### src/rtl/psum_wr_packer_if.sv
// psum_wr_packer_if: per-kernel psum streams in, BRAM write port out
interface psum_wr_packer_if #(
  parameter int BIT_WIDTH  = 8,
  parameter int ADDR_WIDTH = 32,
  parameter int DATA_WIDTH = 32
);
  logic [BIT_WIDTH-1:0]  i_psum_kn0, i_psum_kn1, i_psum_kn2, i_psum_kn3;
  logic                  i_psum_kn0_val, i_psum_kn1_val, i_psum_kn2_val, i_psum_kn3_val;
  logic                  i_stall;
  logic [ADDR_WIDTH-1:0] o_addr;
  logic                  o_wren;
  logic [DATA_WIDTH-1:0] o_wdat;
  modport master (
    input  i_psum_kn0, i_psum_kn1, i_psum_kn2, i_psum_kn3,
    input  i_psum_kn0_val, i_psum_kn1_val, i_psum_kn2_val, i_psum_kn3_val,
    input  i_stall,
    output o_addr, o_wren, o_wdat
  );
  modport slave (
    output i_psum_kn0, i_psum_kn1, i_psum_kn2, i_psum_kn3,
    output i_psum_kn0_val, i_psum_kn1_val, i_psum_kn2_val, i_psum_kn3_val,
    output i_stall,
    input  o_addr, o_wren, o_wdat
  );
endinterface

### src/rtl/psum_wr_packer.sv
// psum_wr_packer: packs four kernels' 8-bit psums into 32-bit words and writes them to BRAM
module psum_wr_packer #(
  parameter int BIT_WIDTH  = 8,
  parameter int ADDR_WIDTH = 32,
  parameter int DATA_WIDTH = 32,
  parameter int FIFO_DEPTH = 4,
  parameter int REG_WIDTH  = 32
) (
  input  logic                  clk,
  input  logic                  rst,
  input  logic                  i_start,
  input  logic [REG_WIDTH-1:0]  i_conf_cnt,
  input  logic [ADDR_WIDTH-1:0] i_conf_base,
  input  logic [ADDR_WIDTH-1:0] i_conf_kn_stride,
  psum_wr_packer_if.master      bus,
  output logic                  o_done,
  output logic                  o_overflow
);
  localparam int NB  = DATA_WIDTH / BIT_WIDTH;
  localparam int NBW = $clog2(NB);
  localparam int AW  = $clog2(FIFO_DEPTH);
  localparam int LW  = AW + 1;
  localparam logic [1:0] IDLE = 2'd0, RUN = 2'd1, DRAIN = 2'd2, DONE = 2'd3;
  logic [1:0]            state, ptr, gnt;
  logic                  gnt_v;
  logic [REG_WIDTH-1:0]  cnt_q;
  logic [ADDR_WIDTH-1:0] base_q, stride_q;
  logic [BIT_WIDTH-1:0]  psum [4];
  logic [3:0]            val, ne, cnt_eq, pk_empty, pop, ovf;
  logic [ADDR_WIDTH-1:0] head_addr [4];
  logic [DATA_WIDTH-1:0] head_dat [4];
  assign psum = '{bus.i_psum_kn0, bus.i_psum_kn1, bus.i_psum_kn2, bus.i_psum_kn3};
  assign val = {bus.i_psum_kn3_val, bus.i_psum_kn2_val, bus.i_psum_kn1_val, bus.i_psum_kn0_val};
  assign pop = {3'b0, gnt_v} << gnt;
  assign o_done = state == DONE;
  for (genvar k = 0; k < 4; k++) begin : g_lane
    logic [REG_WIDTH-1:0]  cnt_v;
    logic [DATA_WIDTH-1:0] pk_d, word;
    logic [NBW-1:0]        pk_n;
    logic [ADDR_WIDTH-1:0] widx, waddr;
    logic [AW-1:0]         wp, rp;
    logic [LW-1:0]         lvl;
    logic                  acc, last, push;
    logic [ADDR_WIDTH-1:0] m_addr [FIFO_DEPTH];
    logic [DATA_WIDTH-1:0] m_dat [FIFO_DEPTH];
    assign acc = state == RUN && val[k] && cnt_v < cnt_q;
    assign last = acc && (pk_n == NBW'(NB - 1) || cnt_v + REG_WIDTH'(1) == cnt_q);
    assign word = pk_d | (DATA_WIDTH'(psum[k]) << (BIT_WIDTH * pk_n));
    assign waddr = base_q + ADDR_WIDTH'(k) * stride_q + (widx << 2);
    assign push = last && (lvl != LW'(FIFO_DEPTH) || pop[k]);
    assign ovf[k] = last && lvl == LW'(FIFO_DEPTH) && !pop[k];
    assign ne[k] = lvl != '0;
    assign cnt_eq[k] = cnt_v == cnt_q;
    assign pk_empty[k] = pk_n == '0;
    assign head_addr[k] = m_addr[rp];
    assign head_dat[k] = m_dat[rp];
    // lane packer, word index and FIFO pointers; a completed or final partial word leaves the packer on the push edge
    always_ff @(posedge clk or posedge rst) begin
      if (rst) begin
        cnt_v <= '0;
        pk_d  <= '0;
        pk_n  <= '0;
        widx  <= '0;
        wp    <= '0;
        rp    <= '0;
        lvl   <= '0;
      end else begin
        cnt_v <= i_start ? '0 : cnt_v + REG_WIDTH'(acc);
        pk_d  <= (i_start || last) ? '0 : acc ? word : pk_d;
        pk_n  <= (i_start || last) ? '0 : pk_n + NBW'(acc);
        widx  <= i_start ? '0 : widx + ADDR_WIDTH'(last);
        wp    <= i_start ? '0 : wp + AW'(push);
        rp    <= i_start ? '0 : rp + AW'(pop[k]);
        lvl   <= i_start ? '0 : lvl + LW'(push) - LW'(pop[k]);
      end
    end
    // FIFO storage holds address and data together so the arbiter needs no lane arithmetic
    always_ff @(posedge clk) begin
      if (push) begin
        m_addr[wp] <= waddr;
        m_dat[wp]  <= word;
      end
    end
  end
  // round-robin grant: the lowest offset from ptr among non-empty FIFOs wins
  always_comb begin
    gnt_v = 1'b0;
    gnt   = ptr;
    for (int i = 3; i >= 0; i--) begin
      if (!bus.i_stall && ne[ptr + 2'(i)]) begin
        gnt_v = 1'b1;
        gnt   = ptr + 2'(i);
      end
    end
  end
  // control FSM, config latch, registered write port and sticky overflow
  always_ff @(posedge clk or posedge rst) begin
    if (rst) begin
      state      <= IDLE;
      ptr        <= '0;
      cnt_q      <= '0;
      base_q     <= '0;
      stride_q   <= '0;
      bus.o_addr <= '0;
      bus.o_wdat <= '0;
      bus.o_wren <= 1'b0;
      o_overflow <= 1'b0;
    end else begin
      state      <= i_start ? RUN :
                    (state == RUN && &cnt_eq) ? DRAIN :
                    (state == DRAIN && &pk_empty && ~|ne) ? DONE : state;
      cnt_q      <= i_start ? i_conf_cnt : cnt_q;
      base_q     <= i_start ? i_conf_base : base_q;
      stride_q   <= i_start ? i_conf_kn_stride : stride_q;
      ptr        <= i_start ? '0 : gnt_v ? gnt + 2'd1 : ptr;
      bus.o_wren <= gnt_v && !i_start;
      bus.o_addr <= gnt_v ? head_addr[gnt] : bus.o_addr;
      bus.o_wdat <= gnt_v ? head_dat[gnt] : bus.o_wdat;
      o_overflow <= !i_start && (o_overflow || |ovf);
    end
  end
endmodule

### src/flat_wrapper.sv
// flat-port wrapper written by rule: the top's interface ports become plain ports
module psum_wr_packer_flat 
#(
  parameter int BIT_WIDTH  = 8,
  parameter int ADDR_WIDTH = 32,
  parameter int DATA_WIDTH = 32,
  parameter int FIFO_DEPTH = 4,
  parameter int REG_WIDTH  = 32
)
  (clk, rst, i_start, i_conf_cnt, i_conf_base, i_conf_kn_stride, o_done, o_overflow, bus_i_psum_kn0, bus_i_psum_kn1, bus_i_psum_kn2, bus_i_psum_kn3, bus_i_psum_kn0_val, bus_i_psum_kn1_val, bus_i_psum_kn2_val, bus_i_psum_kn3_val, bus_i_stall, bus_o_addr, bus_o_wren, bus_o_wdat);
  psum_wr_packer_if #(.BIT_WIDTH(BIT_WIDTH), .ADDR_WIDTH(ADDR_WIDTH), .DATA_WIDTH(DATA_WIDTH)) bus_i ();
  input  logic clk;
  input  logic rst;
  input  logic i_start;
  input  logic [REG_WIDTH-1:0] i_conf_cnt;
  input  logic [ADDR_WIDTH-1:0] i_conf_base;
  input  logic [ADDR_WIDTH-1:0] i_conf_kn_stride;
  output logic o_done;
  output logic o_overflow;
  input wire logic [$bits(bus_i.i_psum_kn0)-1:0] bus_i_psum_kn0;
  input wire logic [$bits(bus_i.i_psum_kn1)-1:0] bus_i_psum_kn1;
  input wire logic [$bits(bus_i.i_psum_kn2)-1:0] bus_i_psum_kn2;
  input wire logic [$bits(bus_i.i_psum_kn3)-1:0] bus_i_psum_kn3;
  input wire logic [$bits(bus_i.i_psum_kn0_val)-1:0] bus_i_psum_kn0_val;
  input wire logic [$bits(bus_i.i_psum_kn1_val)-1:0] bus_i_psum_kn1_val;
  input wire logic [$bits(bus_i.i_psum_kn2_val)-1:0] bus_i_psum_kn2_val;
  input wire logic [$bits(bus_i.i_psum_kn3_val)-1:0] bus_i_psum_kn3_val;
  input wire logic [$bits(bus_i.i_stall)-1:0] bus_i_stall;
  output wire logic [$bits(bus_i.o_addr)-1:0] bus_o_addr;
  output wire logic [$bits(bus_i.o_wren)-1:0] bus_o_wren;
  output wire logic [$bits(bus_i.o_wdat)-1:0] bus_o_wdat;
  assign bus_i.i_psum_kn0 = bus_i_psum_kn0;
  assign bus_i.i_psum_kn1 = bus_i_psum_kn1;
  assign bus_i.i_psum_kn2 = bus_i_psum_kn2;
  assign bus_i.i_psum_kn3 = bus_i_psum_kn3;
  assign bus_i.i_psum_kn0_val = bus_i_psum_kn0_val;
  assign bus_i.i_psum_kn1_val = bus_i_psum_kn1_val;
  assign bus_i.i_psum_kn2_val = bus_i_psum_kn2_val;
  assign bus_i.i_psum_kn3_val = bus_i_psum_kn3_val;
  assign bus_i.i_stall = bus_i_stall;
  assign bus_o_addr = bus_i.o_addr;
  assign bus_o_wren = bus_i.o_wren;
  assign bus_o_wdat = bus_i.o_wdat;
  psum_wr_packer #(.BIT_WIDTH(BIT_WIDTH), .ADDR_WIDTH(ADDR_WIDTH), .DATA_WIDTH(DATA_WIDTH), .FIFO_DEPTH(FIFO_DEPTH), .REG_WIDTH(REG_WIDTH)) u_core (.clk(clk), .rst(rst), .i_start(i_start), .i_conf_cnt(i_conf_cnt), .i_conf_base(i_conf_base), .i_conf_kn_stride(i_conf_kn_stride), .bus(bus_i), .o_done(o_done), .o_overflow(o_overflow));
endmodule
### config.mk
export PLATFORM = sky130hd
export DESIGN_NAME = psum_wr_packer_flat
export DESIGN_NICKNAME = d
export VERILOG_FILES = /design/src/rtl/psum_wr_packer_if.sv /design/src/rtl/psum_wr_packer.sv /design/src/flat_wrapper.sv
export SDC_FILE = /design/constraint.sdc
export NUM_CORES = 2
export LEC_CHECK = 0
export ABC_AREA = 0
export CAP_MARGIN = 15
export CORE_MARGIN = 2
export CORE_UTILIZATION = 40
export DETAILED_ROUTE_END_ITERATION = 12
export SYNTH_ARGS = -nofsm -noshare
export SYNTH_HDL_FRONTEND = slang
export SYNTH_SLANG_ARGS = --single-unit
### constraint.sdc
create_clock -name clk -period 34 [get_ports clk]
set_input_delay 5.1 -clock clk [delete_from_list [all_inputs] [get_ports clk]]
set_output_delay 5.1 -clock clk [all_outputs]
set_load 0.05 [all_outputs]
==> results by group <==
Routing
  – Drt first pass iters: 6
  – Routed met3 length: 13.7 mm
  – DRC viols: 0
  – DR WL/cell: 25.4 um
  – Vias: 49,186
  – Met2 Wirelength: 101 mm
  – Vias/cell: 5.69
  – Antenna Nets Post-Route: 0
  – Initial DRC count: 4,699
  – WL final: 219 mm
  – DRT met1 WL: 97.2 mm
  – Top sig layer: met5

Power and ir drop
  – Total power: 0.00590 W
  – Peak VDD IR: 58.9 uV
  – PD cells: 66.0 nW/um^2
  – Leakage: 34.3 nW

Floorplanning
  – I/O pins: 203
  – Chip Height: 448 um
  – Core region area: 195,000 um^2
  – Initial core utilization: 40.3%
  – Die area: 201,000 um^2
  – # rows: 162
  – Chip Width: 448 um

Placed design
  – Dpl hpwl: 154 mm
  – GPL Wtd Cong: 0.872
  – Port Buffers: 202
  – Setup Slack @ Placement: 24.37 ns
  – Placed cell areas: 83,600 um^2

Synthesis
  – Largest cells by area after synthesis: edfxtp_1 39%, dfrtp_1 18%, mux4_2 9.1%, ha_1 4.7%, fa_1 3.2%
  – Area share of the largest cell type after synthesis: 39.0%
  – Register area share after synthesis: 57.4%
  – EDFF count, synth: 1,024
  – Syn Nets: 6,246
  – Number of synthesized register bits: 1,602
  – Most area-hungry cell type in the Yosys netlist: edfxtp_1
  – Ys async rst share: 36.1%
  – Syn Inst Count: 5,692
  – Area of the mapped netlist: 78,800 um^2
  – Post-synth cell types: 105
  – Mean Syn Cell Area: 13.8 um^2
  – Synth Flop Type: edfxtp_1
  – Synth Warn #: 0

Final layout
  – Share of cells above drive strength 1: 13.2%
  – Nets: 6,416
  – Fin area: 89,400 um^2
  – Synthesis-to-finish area growth: 13.4%

STA
  – Clock Skews: 0.0346 ns
  – RSZ-0062 raised after global routing: false
  – Setup TNS: 0 ns
  – Min Clock Period, post-route: 8.73 ns
  – Post-route setup slack: 25.27 ns
  – Max transition margin: 15.9%
  – Period utilization: 25.7%
  – # setup viols final: 0
  – Fin. max-slew vios: 0
  – Worst Tran Pin Value: 1.25 ns
  – Max frequency: 114 MHz
  – Final Hold Vio Count: 0

Worst setup path
  – Worst path required time: 34.42 ns
  – Worst Path Arrival: 9.16 ns
  – Kind of critical path: input port to register
  – Startpoint class of the critical path: input port
  – Reg2Reg Depth: 14
  – Reg2Reg Setup Slack: 27.88 ns
  – Critical path fanouts, max: 45
  – Critical Path Sink Type: register

Status
  – Outcome: finished clean

Global route
  – Total track usage: 21.9%
  – Vias in the first global route: 48,758
  – First-pass GRT wire length: 324 mm
  – Largest net degree at the start of global routing: 173
  – Grt total ovfl: 0
  – Initial antenna violation count: 9

Hold path
  – Worst Hold Class: register to register
  – Hold depth: 2

Run
  – Max Cap Violations: 0

Clock tree
  – H-Tree Depth: 4
  – Clock transition at path regs: 0.06 ns
  – Worst-skew pair later-pin latency: 0.82 ns
  – Post-CTS Setup Inserts: 0
  – CTS root buf: clkbuf_16
  – Clk buf depth: 3
  – CTS Hold Buffers Added: 0
  – Total CTS buffers: 172
  – TritonCTS Sinks: 1,602
  – CTS resizes: 0
  – CTS tree: built
## path summary, 6_finish.rpt
kind,from,endpoint
max,bus_i_stall,u_core.g_lane[1].m_dat[2][1]
min,u_core.bus.o_wdat[14],u_core.bus.o_wdat[14]
max reg2reg,u_core.cnt_q[2],u_core.g_lane[2].m_dat[3][10]
min reg2reg,u_core.bus.o_wdat[14],u_core.bus.o_wdat[14]
max in group asynchronous,rst,u_core.stride_q[22]
min in group asynchronous,rst,u_core.g_lane[3].pk_d[21]
## metal layers
layer	vias to the layer above	track usage, %
met5	-	0
met4	4	7.02
met3	299	3.02
met2	1599	34.5
met1	25521	31.3
li1	21763	-
## per-stage QoR
stage | instances | hold slack (ns) | utilization, %
after floorplan | 5692 | 0.468 | -
after global placement | 8312 | 0.459 | 42.8
after detailed placement | 8312 | 0.463 | 42.8
after CTS | 8634 | 0.477 | 45.7
after global routing | 8637 | 0.489 | 45.7
final | 8640 | 0.474 | 45.7
## flip-flops by register name, summed over array words and instances, names as in the netlist
name and count:
u_core.base_q 32, u_core.bus.o_addr 32, u_core.bus.o_wdat 32, u_core.bus.o_wren 1
u_core.cnt_q 32, u_core.g_lane.cnt_v 128, u_core.g_lane.lvl 12, u_core.g_lane.m_addr 512
u_core.g_lane.m_dat 512, u_core.g_lane.pk_d 128, u_core.g_lane.pk_n 8, u_core.g_lane.rp 8
u_core.g_lane.widx 120, u_core.g_lane.wp 8, u_core.o_overflow 1, u_core.ptr 2
u_core.state 2, u_core.stride_q 32
## Yosys cell counts, drive strengths merged (7+ instances only)
library cell  instances
inv                 110
edfxtp             1024
and2                 30
o21bai               10
nor2b                74
nor3                108
o21ai               181
nor2                429
xor2                262
o31ai                 8
a41oi                 8
xnor2               243
ha                  293
buf                  72
o21a                 31
nor4                 24
mux2                 67
or3                  62
nor3b                 9
a32o                 96
nand2               428
and4                 24
clkbuf              202
a21boi                8
a21o                196
o22ai                10
nand3               133
o211ai               10
nand2b               26
or2                  11
fa                  125
o31a                  8
dfrtp               578
and3                 65
a31oi                23
a211oi               20
mux4                320
a2111oi               7
nand4               122
a21oi               143
## worst max-delay path: stages
cell	delay (ns)
clkdlybuf4s50_1	0.49
a211oi_1	0.32
nand2_1	0.11
a22oi_2	0.13
buf_4	0.65
buf_4	0.73
nand3b_1	0.23
nand2_1	0.11
nand2_1	0.21
nor3_2	0.25
buf_4	0.61
## placed cells by master (no fill, tap or decap), types with 13 or more instances in the layout
| master | n |
|---|---|
| a211oi_1 | 19 |
| a21o_1 | 196 |
| a21oi_1 | 143 |
| a31oi_1 | 23 |
| a32o_1 | 96 |
| and2_1 | 29 |
| and3_1 | 65 |
| and4_1 | 24 |
| buf_4 | 66 |
| bufinv_16 | 16 |
| clkbuf_1 | 46 |
| clkbuf_16 | 175 |
| clkbuf_8 | 13 |
| clkdlybuf4s50_1 | 201 |
| clkinv_1 | 21 |
| clkinv_2 | 26 |
| dfrtp_1 | 570 |
| edfxtp_1 | 1024 |
| fa_1 | 125 |
| ha_1 | 293 |
| inv_1 | 109 |
| mux2_2 | 66 |
| mux4_2 | 320 |
| nand2_1 | 428 |
| nand2b_1 | 26 |
| nand3_1 | 130 |
| nand4_1 | 121 |
| nor2_1 | 419 |
| nor2b_1 | 72 |
| nor3_1 | 88 |
| nor3_2 | 18 |
| nor4_1 | 23 |
| o21a_1 | 30 |
| o21ai_0 | 179 |
| or3_1 | 62 |
| xnor2_1 | 242 |
| xor2_1 | 262 |
## where the power goes
group,internal (W),total [W],switching [W]
sequential,0.00226,0.00238,0.000120
combinational,0.000601,0.00161,0.00101
clock,0.00110,0.00190,0.000800
## cell type report
class	count	area, um^2
antenna	6	15.0
clock buffer	234	4730
clock inverter	88	982
fill	17282	106000
inverter	110	420
multi-input combinational	3706	32100
sequential	1602	45200
tap	2624	3280
timing repair buffer	270	2560
## cell families after synthesis
group | count (synthesis) | synth area share (%)
xor+xnor | 505 | 5.62
fa+ha+maj | 419 | 7.84
compound gates | 819 | 7.27
mux | 393 | 10.2
simple gates | 1570 | 9.69
flops | 1602 | 57.4
buf+inv | 384 | 2.03
(Power assumes the default switching activity.)
